--- src/rtl/mr_busarb.sv ---
// Two-master pipelined Wishbone arbiter: I (fetch) and D (LSU) share one slave port.
// Define MR_BUSARB_RR_EN for round-robin contention; default is fixed priority with D winning.

`ifndef XLEN
`define XLEN 32
`endif
`ifndef XLEN_GRAN
`define XLEN_GRAN 2
`endif

module mr_busarb (
    input  logic                          clk,
    input  logic                          rst,
    input  logic [`XLEN-`XLEN_GRAN-1:0]   i_adr_i,
    input  logic                          i_cyc_i,
    input  logic                          i_stb_i,
    output logic [`XLEN-1:0]              i_dat_o,
    output logic                          i_ack_o,
    output logic                          i_err_o,
    output logic                          i_stall_o,
    input  logic [`XLEN-`XLEN_GRAN-1:0]   d_adr_i,
    input  logic [`XLEN-1:0]              d_dat_i,
    input  logic [`XLEN/8-1:0]            d_sel_i,
    input  logic                          d_we_i,
    input  logic                          d_cyc_i,
    input  logic                          d_stb_i,
    output logic [`XLEN-1:0]              d_dat_o,
    output logic                          d_ack_o,
    output logic                          d_err_o,
    output logic                          d_stall_o,
    output logic [`XLEN-`XLEN_GRAN-1:0]   adr_o,
    output logic [`XLEN-1:0]              dat_o,
    output logic [`XLEN/8-1:0]            sel_o,
    output logic                          we_o,
    output logic                          cyc_o,
    output logic                          stb_o,
    input  logic [`XLEN-1:0]              dat_i,
    input  logic                          ack_i,
    input  logic                          err_i,
    input  logic                          stall_i
);

    typedef enum logic [1:0] {
        IDLE  = 2'd0,
        GNT_I = 2'd1,
        GNT_D = 2'd2
    } state_e;

    state_e state_q, state_d;
    logic   last_d_q, last_d_d;
    logic   rearb;
    logic   contend_pick_d;

    always_ff @(posedge clk or posedge rst) begin
        if (rst) begin
            state_q  <= IDLE;
            last_d_q <= 1'b1;
        end else begin
            state_q  <= state_d;
            last_d_q <= last_d_d;
        end
    end

    always_comb begin
`ifdef MR_BUSARB_RR_EN
        contend_pick_d = ~last_d_q;
`else
        contend_pick_d = 1'b1;
`endif
        state_d  = state_q;
        last_d_d = last_d_q;
        case (state_q)
            GNT_I:   rearb = ~i_cyc_i;
            GNT_D:   rearb = ~d_cyc_i;
            default: rearb = 1'b1;
        endcase
        // Release and new request on the same edge resolve here, so handoff costs no cycle.
        if (rearb) begin
            if (i_cyc_i && d_cyc_i) begin
                state_d = contend_pick_d ? GNT_D : GNT_I;
            end else if (i_cyc_i) begin
                state_d = GNT_I;
            end else if (d_cyc_i) begin
                state_d = GNT_D;
            end else begin
                state_d = IDLE;
            end
            if (state_d != IDLE) begin
                last_d_d = (state_d == GNT_D);
            end
        end
    end

    assign i_dat_o = dat_i;
    assign d_dat_o = dat_i;

    always_comb begin
        adr_o     = '0;
        dat_o     = '0;
        sel_o     = '0;
        we_o      = 1'b0;
        cyc_o     = 1'b0;
        stb_o     = 1'b0;
        i_ack_o   = 1'b0;
        i_err_o   = 1'b0;
        i_stall_o = 1'b1;
        d_ack_o   = 1'b0;
        d_err_o   = 1'b0;
        d_stall_o = 1'b1;
        case (state_q)
            GNT_I: begin
                adr_o     = i_adr_i;
                sel_o     = '1;
                cyc_o     = i_cyc_i;
                stb_o     = i_stb_i;
                i_ack_o   = ack_i;
                i_err_o   = err_i;
                i_stall_o = stall_i;
            end
            GNT_D: begin
                adr_o     = d_adr_i;
                dat_o     = d_dat_i;
                sel_o     = d_sel_i;
                we_o      = d_we_i;
                cyc_o     = d_cyc_i;
                stb_o     = d_stb_i;
                d_ack_o   = ack_i;
                d_err_o   = err_i;
                d_stall_o = stall_i;
            end
            default: ;
        endcase
    end

endmodule

--- config.mk ---
export PLATFORM = sky130hd
export DESIGN_NAME = mr_busarb
export DESIGN_NICKNAME = d
export VERILOG_FILES = /design/src/rtl/mr_busarb.sv
export SDC_FILE = /design/constraint.sdc
export NUM_CORES = 1
export LEC_CHECK = 0
export BUFFER_PORTS_ARGS = -buffer_cell sky130_fd_sc_hd__clkbuf_2
export CORE_AREA = 2 2 107 109
export CTS_BUF_LIST = sky130_fd_sc_hd__clkbuf_8
export DETAILED_ROUTE_END_ITERATION = 8
export DIE_AREA = 0 0 109 111
export SYNTH_ARGS = -nofsm -noshare
export SYNTH_HDL_FRONTEND = slang
export SYNTH_SLANG_ARGS = --single-unit
export TNS_END_PERCENT = 50
--- constraint.sdc ---
create_clock -name clk -period 3.15 [get_ports clk]
set_clock_uncertainty 0.2 [all_clocks]
set_input_delay 0.7875 -clock clk [delete_from_list [all_inputs] [get_ports clk]]
set_output_delay 0.7875 -clock clk [all_outputs]
set_load 0.05 [all_outputs]
# Word-level counts from Yosys, hierarchy flattened
# Cells that the tools add are included.
[totals]
out_inout_bits = 139
elab_cells = 22
reg_bits = 2
in_bits = 138
[classes]
muxes = 16
bitwise = 2
eq_ne = 2
reduce_logical = 1
[op_table]
columns = ["cell", "n"]
rows = [
  ["case mux 30 bit (2 select lines)", 1],
  ["2-to-1 mux 32 bit", 1],
  ["case mux 4 bit (2 select lines)", 1],
  ["2-to-1 mux 1 bit", 7],
  ["2-to-1 mux 2 bit", 3],
  ["case mux 1 bit (2 select lines)", 3],
  ["equality test 2 x 1 -> 1 bit (second input constant)", 1],
  ["equality test 2 bit (second input constant)", 1],
  ["NOT 1 bit", 2],
  ["logical AND 1 bit", 1],
]

# Logic depth before layout (Yosys ltp)
# Gate-level depths: netlist (run 1).
[depth]
depth_word = 3
mapped_depth = 6
depth_no_buf = 5

# Least setup slack after synthesis (run 1)
# OpenSTA, ideal clock, no wires.
[synth_path]
kind = "register to output"
start = "reg state_q[0]"
end = "out adr_o[0]"
required_ns = 2.162
stages_incl_launch_ff = 6
path_buffers = 2
path_slack_ns = 0.490
arrival_time_ns = 1.672
path_cell_list = "dfrtp_1 > inv_1 > ha_1 > buf_2 > buf_2 > nor2_1"
[synth_via]
elab_chain_len = 2
word_cells_on_any_way = 3
cone_classes = "2 x eq/ne; 1 x mux"
[synth_rtl]
columns = ["item", "line_no", "rtl"]
rows = [
  ["from (decl)", "49", "state_e state_q, state_d;"],
  ["from (signal assigned)", "59", "state_q <= state_d;"],
  ["equality test 2 bit / equality test 2 x 1 -> 1 bit (equally long branches)", "110", "case (state_q)"],
  ["case mux 30 bit (2 select lines) (*)", "110", ""],
  ["to (decl)", "31", "output logic [`XLEN-`XLEN_GRAN-1:0] adr_o,"],
]
# Every way passes the cells marked *; elsewhere a longest branch is shown, timed or not.

# Worst setup path after layout (run 1)
[layout_path]
start = "reg state_q[1]"
end = "out adr_o[0]"
# The elaborated chain is that of the path after synthesis.

==> results of run 1 <==
==> Yosys cell counts <==
master | instances | area, µm²
buf_4 | 69 | 518
and2_1 | 37 | 231
nor2_1 | 37 | 139
a22oi_1 | 32 | 240
buf_2 | 11 | 55.1
a21oi_1 | 5 | 25.0
inv_1 | 4 | 15.0
nand2b_1 | 3 | 18.8
dfrtp_1 | 2 | 50.1
ha_1 | 2 | 25.0
a31o_1 | 1 | 8.76
a31oi_1 | 1 | 6.26
nor2b_1 | 1 | 6.26
nor3b_1 | 1 | 7.51
o21bai_1 | 1 | 7.51
==> power groups by stage <==
stage | Sequential [mW] | Clock, mW | Combinational (mW)
after floorplan | 0.0445 | 0 | 2.22
after global placement | 0.0459 | 0 | 2.53
after detailed placement | 0.0468 | 0 | 2.52
after CTS | 0.0465 | 0.104 | 2.53
after global routing | 0.0483 | 0.106 | 2.65
final | 0.0461 | 0.102 | 2.50
==> stage by stage <==
| stage | setup WS, ns | area, µm² | utilization | total power, mW |
|---|---|---|---|---|
| global route | 0.128 | 1940 | 0.175 | 2.81 |
| detailed placement | 0.437 | 1900 | 0.172 | 2.57 |
| CTS | 0.215 | 1940 | 0.175 | 2.68 |
| finish | 0.302 | 1940 | 0.175 | 2.65 |
| floorplan | 0.490 | 1350 | - | 2.26 |
| global placement | 0.417 | 1900 | 0.172 | 2.57 |
==> area by class of cell <==
cell class                      instances  area (µm²)
Fill cell                            1307        9140
Timing Repair Buffer                  183         936
Multi-Input combinational cell        121         721
Tap cell                              143         179
Sequential cell                         2        50.0
Clock buffer                            3        41.3
Inverter                                4        15.0
==> routing by layer <==
layer / track usage / vias to the layer above / part of all wire
met4: 0.0188 / 0 / 0.020
li1: - / 827 / -
met5: 0 / - / 0
met1: 0.0940 / 669 / 0.42
met3: 0.0153 / 11 / 0.083
met2: 0.128 / 96 / 0.47
==> final timing paths <==
kind,depth (start not counted),endpoint,slack [ns]
max,6,adr_o[0],0.30
min,2,state_q[1],0.20
max reg2reg,5,state_q[0],1.22
min reg2reg,1,state_q[0],0.34
max in group asynchronous,2,state_q[0],2.44
min in group clk,1,state_q[0],0.34
==> cell families (layout without fill, tap and decap cells) <==
family / after synthesis / count (layout) / share of synthesized area
AND/OR/NAND/NOR: 79 / 79 / 0.298
AO/OA/AOI/OAI: 40 / 40 / 0.213
flip-flops: 2 / 2 / 0.0370
adder cells (fa/ha/maj): 2 / 2 / 0.0185
buffers and inverters: 84 / 190 / 0.434
==> reports/qor.csv, run 1 <==
stage,metric,value,unit
placement,dp_hpwl,4240,µm
cts,htreeDepth,1,
power_and_ir_drop,seqPwrFrac,0.017,
power_and_ir_drop,p_comb_frac,0.944,
cts,tritoncts,done,
synth,yosysSeqAreaShare,0.0370,
critical_path,crit_path_top_delay_cell,ha_2,
cells_and_area,layout_common_cells,"clkbuf_2 (180), nor2_1 (37), and2_1 (37), a22oi_1 (32), a21oi_1 (5)",
die,dieArea,12100,µm²
critical_path,critPathTopFamily,buffers and inverters,
sta,slew_violations,0,
sta,holdWs,0.203,ns
cts,cts_buffers,3,
power_and_ir_drop,powerDensity,1360,nW/µm²
sta,fmax,0.351,GHz
die,fp.dieH,111,µm
die,die-width,109,µm
sta,fin_setup_tns,0,ns
drt,drtIter0Drc,49,
cts,insertion_delay,0.21,ns
min_path,hold_path.class,input pin to asynchronous set/reset pin,
job,cap_violations,0,
outcome,outcome,finished clean,
cells_and_area,largest_register_ffs,2,
drt,wirelength,5070,µm
placement,io_buffers,180,
critical_path,crit_path_end_kind,output port,
critical_path,path_buf_inv,3,
critical_path,cp_cell_sequence,"inv_1, ha_2, buf_12, a22oi_1, nor2_1, clkbuf_2",
synth,ys_types,15,
cts,cts_resized,0,
global_route,antenna_found_initial,0,
critical_path,required,2.16,ns
sta,hold_viol_final,0,
sta,rsz0062_at_grt,false,
power_and_ir_drop,power.switching,1.97,mW
cells_and_area,syn_to_final_growth,43.4,%
drt,route.detailed.wl_per_inst,11.1,µm
critical_path,crit_arrival,1.86,ns
cells_and_area,top_register,state_q,
placement,gp_congestion,0.746,
synth,synth_warnings,0,
synth,synth_fp_nets,347,
critical_path,path_class,register to output port,
global_route,gr-usage-all-layers,0.0748,
cells_and_area,drive_above_1_share,0.601,
synth,ys_seq_elements,2,
critical_path,r2r-start,state_q[0],
synth,syn_area,1350,µm²
critical_path,path_max_fanout,25,
global_route,grt_pass1_vias,1483,
synth,synth_cells,207,
cts,clock-root-buffer,clkbuf_8,
sta,tightest_slew,0.721,ns
sta,period_share,0.904,
cells_and_area,final_common_cell,clkbuf_2,
critical_path,critPathMaxStageDelay,0.42,ns
die,io_pins,277,
cells_and_area,fin_cells,456,
drt,vias,1603,
critical_path,start_kind,register,
power_and_ir_drop,leakage,1.12,nW
cts,path_clk_slew,0.03,ns
global_route,grt-ovfl-total,0,
cts,post_cts_buffers,0,
die,num_rows,39,
placement,place_inst,453,
power_and_ir_drop,switching_share,0.745,
cts,cts_sinks,2,
cells_and_area,reg.largest.list,state_q x2,
cells_and_area,nNetsFinal,455,
global_route,grt_first_pass_wirelength,7290,µm
cts,cts_max_path_buffers,2,
cts,hold_buffers,0,
drt,routed_via_density,3.52,
drt,drc,0,
die,start_util,0.122,
power_and_ir_drop,p_clk_frac,0.038,
sta,maxSlewHeadroom,0.519,
critical_path,setup.worst_path.start,state_q[1],
global_route,grt_max_degree,50,
drt,final_antenna_net_count,0,
drt,firstDrtPassIters,4,
power_and_ir_drop,ir_drop,0.575,mV
cells_and_area,antenna_cells,0,
sta,finalCriticalPeriod,2.85,ns
sta,setup_viol,0,
synth,synth_area_per_cell,6.54,µm²
power_and_ir_drop,internal-power,676,µW
die,coreArea,11100,µm²
Note: power is estimated with default switching activity, not from simulation.
==> run 2, diff against run 1 <==
==> constraint.sdc (replaced) <==
create_clock -name clk -period 3.4 [get_ports clk]
set_clock_uncertainty 0.2 [all_clocks]
set_input_delay 0.85 -clock clk [delete_from_list [all_inputs] [get_ports clk]]
set_output_delay 0.85 -clock clk [all_outputs]
set_load 0.05 [all_outputs]
==> reports/qor.csv, run 2 (synthesized netlist as in run 1, its figures left out) <==
stage,metric,value,unit,change
critical_path,reg2reg_slack,1.63,ns,+0.41 ns
drt,route.detailed.wl_per_inst,11.4,µm,+3.0%
sta,rsz0062_at_grt,false,,
critical_path,required,2.35,ns,+0.19 ns
drt,routed_via_density,3.57,,+1.7%
power_and_ir_drop,powerDensity,1270,nW/µm²,-6.6%
sta,fin_setup_tns,0,ns,unchanged
cells_and_area,antenna_cells,0,,unchanged
cts,hold_buffers,0,,unchanged
cells_and_area,fin_cells,458,,+0.44%
critical_path,r2r-start,state_q[0],,
drt,drc,0,,unchanged
cts,path_clk_slew,0.03,ns,about the same
sta,setup_viol,0,,unchanged
critical_path,crit_arrival,1.96,ns,+0.10 ns
sta,tightest_slew,0.522,ns,-0.199 ns
placement,dp_hpwl,4470,µm,+5.4%
sta,layout_setup_ws,0.394,ns,+0.0928 ns
cells_and_area,fillers,1280,,-2.1%
sta,fmax,0.333,GHz,
cts,tritoncts,done,,
cells_and_area,top_register,state_q,,
critical_path,crit_path_end_kind,output port,,
sta,period_share,0.884,,
sta,hold_viol_final,0,,unchanged
die,num_rows,39,,unchanged
critical_path,path_max_fanout,49,,+96%
power_and_ir_drop,finalPower,2.51,mW,-5.3%
cts,cts_buffers,3,,unchanged
job,cap_violations,0,,unchanged
power_and_ir_drop,leakage,1.13,nW,+1.2%
cells_and_area,multiInputGateArea,721,µm²,unchanged
die,io_pins,277,,unchanged
sta,holdWs,0.267,ns,+0.0637 ns
global_route,antenna_found_initial,0,,unchanged
critical_path,ff2ff_path_depth,5,,unchanged
global_route,grt_first_pass_wirelength,7610,µm,+4.3%
cells_and_area,fin_area,1970,µm²,+1.4%
global_route,gr-usage-all-layers,0.0795,,+0.00470
sta,finalCriticalPeriod,3.01,ns,
cts,post_cts_buffers,0,,unchanged
drt,drtIter0Drc,79,,+61%
cts,cts_sinks,2,,unchanged
placement,gp_congestion,0.807,,+8.2%
cells_and_area,ff_latch_area,50.0,µm²,unchanged
placement,io_buffers,180,,unchanged
die,coreArea,11100,µm²,unchanged
placement,placed_area,1930,µm²,+1.4%
die,die-width,109,µm,unchanged
cells_and_area,drive_above_1_share,0.603,,+0.00254
min_path,hold_path.class,input pin to asynchronous set/reset pin,,
cts,insertion_delay,0.21,ns,about the same
global_route,grt_max_degree,50,,unchanged
placement,place_inst,455,,+0.44%
global_route,grt-ovfl-total,0,,unchanged
die,fp.dieH,111,µm,unchanged
drt,firstDrtPassIters,4,,unchanged
sta,maxSlewHeadroom,0.652,,+0.133
global_route,grt_pass1_vias,1594,,+7.5%
outcome,outcome,finished clean,,
critical_path,rr_endpoint,state_q[0],,
drt,vias,1637,,+2.1%
cells_and_area,final_common_cell,clkbuf_2,,
cells_and_area,syn_to_final_growth,45.5,%,
cts,htreeDepth,1,,unchanged
drt,wirelength,5240,µm,+3.4%
cells_and_area,nNetsFinal,457,,+0.44%
cells_and_area,largest_register_ffs,2,,unchanged
placement,pre_cts_ws,0.582,ns,+0.145 ns
critical_path,path_class,register to output port,,
sta,slew_violations,0,,unchanged
drt,final_antenna_net_count,0,,unchanged
critical_path,start_kind,register,,
cts,cts_resized,0,,unchanged
die,start_util,0.122,,unchanged
cells_and_area,reg.largest.list,state_q x2,,
cts,cts_max_path_buffers,2,,unchanged
cells_and_area,fin_util,0.178,,+0.00249
cts,clock-root-buffer,clkbuf_8,,
cells_and_area,layout_common_cells,"clkbuf_2 (180), nor2_1 (37), and2_1 (37), a22oi_1 (32), a21oi_1 (5)",,
die,dieArea,12100,µm²,unchanged
power_and_ir_drop,ir_drop,0.457,mV,-21%
[run 2: power breakdown]
| group | internal (mW) | switching [mW] |
|---|---|---|
| sequential | 0.0355 | 0.00730 |
| combinational | 0.562 | 1.81 |
| clock | 0.0749 | 0.0192 |
[run 2: worst max-delay path: stages, from the launching register on]
cell	delay, ns
dfrtp_1	0.39
inv_1	0.07
ha_2	0.51
buf_12	0.27
a22oi_1	0.11
nor2_1	0.10
clkbuf_2	0.28
[run 2: how the worst max path moves through the flow]
stage                          start   endpoint  slack [ns]  cells after the start
after floorplan           state_q[0]   adr_o[0]        0.68                      5
after global placement    state_q[0]  adr_o[18]        0.60                      6
after detailed placement  state_q[0]  adr_o[18]        0.58                      6
after CTS                 state_q[0]  adr_o[18]        0.37                      6
after global routing      state_q[0]  adr_o[16]        0.23                      6
final                     state_q[0]  adr_o[12]        0.39                      6
[run 2: layout make-up]
type / instances / share of cell area
clock buffers: 3 / 0.0210
multi-input cells: 121 / 0.366
well taps: 143 / 0.0909
flip-flops and latches: 2 / 0.0254
inverters: 4 / 0.00762
repair buffers: 185 / 0.489
[run 2: metal layers]
metal / vias to the layer above / track usage / wire length, µm
met2: 96 / 0.145 / 2620
met1: 698 / 0.0911 / 2060
met3: 11 / 0.0170 / 456
met5: - / 0 / 0
li1: 832 / - / -
met4: 0 / 0.0231 / 101
==> run 3, diff against run 2 <==
==> constraint.sdc (replaced) <==
create_clock -name clk -period 3.4 [get_ports clk]
set_clock_uncertainty 0.2 [all_clocks]
set_input_delay 1.02 -clock clk [delete_from_list [all_inputs] [get_ports clk]]
set_output_delay 1.02 -clock clk [all_outputs]
set_load 0.05 [all_outputs]
==> reports/qor.csv, run 3 (synthesized netlist as in run 1, its figures left out) <==
stage,metric,value,unit,change
die,fp.dieH,111,µm,unchanged
cts,cts_buffers,3,,unchanged
sta,slew_violations,0,,unchanged
drt,drtIter0Drc,44,,-44%
cells_and_area,largest_register_ffs,2,,unchanged
sta,maxSlewHeadroom,0.697,,+0.0453
cells_and_area,syn_to_final_growth,44.5,%,
global_route,antenna_found_initial,0,,unchanged
global_route,grt-ovfl-total,0,,unchanged
sta,period_share,0.884,,about the same
drt,final_antenna_net_count,0,,unchanged
critical_path,path_class,register to output port,,
die,num_rows,39,,unchanged
sta,fmax,0.333,GHz,about the same
cts,post_cts_buffers,0,,unchanged
cts,cts_max_path_buffers,2,,unchanged
global_route,gr-usage-all-layers,0.0763,,-0.00312
cts,insertion_delay,0.21,ns,about the same
drt,wirelength,5060,µm,-3.4%
drt,drc,0,,unchanged
cts,cts_sinks,2,,unchanged
sta,finalCriticalPeriod,3.01,ns,-0.0000340 ns
cts,cts_resized,0,,unchanged
die,die-width,109,µm,unchanged
sta,hold_viol_final,0,,unchanged
die,dieArea,12100,µm²,unchanged
global_route,grt_max_degree,50,,unchanged
placement,dp_hpwl,4230,µm,-5.3%
cells_and_area,fin_cells,458,,unchanged
power_and_ir_drop,leakage,1.13,nW,-0.39%
cells_and_area,reg.largest.list,state_q x2,,
drt,route.detailed.wl_per_inst,11.1,µm,-3.4%
placement,gp_congestion,0.818,,+1.4%
critical_path,path_buf_inv,3,,unchanged
critical_path,path_max_fanout,23,,-53%
critical_path,crit_path_top_delay_cell,ha_2,,
placement,io_buffers,180,,unchanged
critical_path,required,2.18,ns,-0.17 ns
die,coreArea,11100,µm²,unchanged
cells_and_area,final_common_cell,clkbuf_2,,
global_route,grt_pass1_vias,1519,,-4.7%
outcome,outcome,finished clean,,
placement,pre_cts_ws,0.446,ns,-0.136 ns
job,cap_violations,0,,unchanged
power_and_ir_drop,powerDensity,1270,nW/µm²,-0.52%
cts,tritoncts,done,,
critical_path,crit_path_end_kind,output port,,
placement,placed_area,1920,µm²,-0.65%
cells_and_area,layout_common_cells,"clkbuf_2 (180), nor2_1 (37), and2_1 (37), a22oi_1 (32), a21oi_1 (5)",,
cells_and_area,drive_above_1_share,0.603,,unchanged
sta,rsz0062_at_grt,false,,
sta,fin_setup_tns,0,ns,unchanged
cts,clock-root-buffer,clkbuf_8,,
cells_and_area,fin_util,0.177,,-0.00113
cells_and_area,nNetsFinal,457,,unchanged
critical_path,critPathTopFamily,adder cells,,
cells_and_area,antenna_cells,0,,unchanged
placement,place_inst,455,,unchanged
cts,hold_buffers,0,,unchanged
critical_path,start_kind,register,,
cells_and_area,top_register,state_q,,
critical_path,crit_arrival,1.79,ns,-0.17 ns
cts,path_clk_slew,0.03,ns,about the same
power_and_ir_drop,ir_drop,0.514,mV,+13%
global_route,grt_first_pass_wirelength,7420,µm,-2.4%
cts,htreeDepth,1,,unchanged
critical_path,critPathMaxStageDelay,0.61,ns,+0.10 ns
drt,routed_via_density,3.56,,-0.43%
drt,firstDrtPassIters,4,,unchanged
min_path,hold_path.class,register to register,,
sta,setup_viol,0,,unchanged
sta,layout_setup_ws,0.394,ns,+0.0000340 ns
cells_and_area,fin_area,1960,µm²,-0.64%
critical_path,cp_cell_sequence,"inv_1, ha_2, buf_4, nor2_1, clkbuf_2",,
die,io_pins,277,,unchanged
die,start_util,0.122,,unchanged
drt,vias,1630,,-0.43%
sta,tightest_slew,0.454,ns,-0.0679 ns
==> run 3: changes by cell type in the layout (fill, tap and decap cells not counted) <==
| cell | previous run | this run |
|---|---|---|
| buf_4 | 3 | 4 |
| buf_12 | 2 | 1 |
==> run 3: path summary, 6_finish.rpt <==
check | from | endpoint | slack (ns) | depth (start not counted)
min | state_q[0] | state_q[0] | 0.35 | 1
max in group asynchronous | rst | state_q[0] | 2.45 | 2
max reg2reg | state_q[0] | state_q[0] | 1.66 | 5
min reg2reg | state_q[0] | state_q[0] | 0.35 | 1
max | state_q[0] | adr_o[10] | 0.39 | 5
min in group asynchronous | rst | state_q[1] | 0.44 | 2
==> run 3: routing by layer <==
metal / part of all wire / track usage / vias to the layer above
met5: 0 / 0 / -
met4: 0.0095 / 0.0162 / 0
met3: 0.087 / 0.0176 / 7
met2: 0.51 / 0.139 / 90
met1: 0.40 / 0.0894 / 698
li1: - / - / 835
==> run 3: per-stage QoR <==
| stage | total power [mW] | hold slack [ns] |
|---|---|---|
| final | 2.48 | 0.349 |
| after CTS | 2.52 | 0.358 |
| after floorplan | 2.09 | 0.302 |
| after global routing | 2.64 | 0.384 |
| after global placement | 2.42 | 0.340 |
| after detailed placement | 2.42 | 0.353 |
==> run 3: area by class of cell <==
| cell class | count | area (µm²) |
|---|---|---|
| Clock buffer | 3 | 41.3 |
| Fill cell | 1277 | 9120 |
| Inverter | 4 | 15.0 |
| Multi-Input combinational cell | 121 | 721 |
| Sequential cell | 2 | 50.0 |
| Tap cell | 143 | 179 |
| Timing Repair Buffer | 185 | 951 |
==> run 3: report_power, final <==
group,total [mW],internal [mW],switching (mW)
Clock,0.0939,0.0749,0.0190
Sequential,0.0427,0.0355,0.00714
Combinational,2.34,0.541,1.80
Total,2.48,0.652,1.83
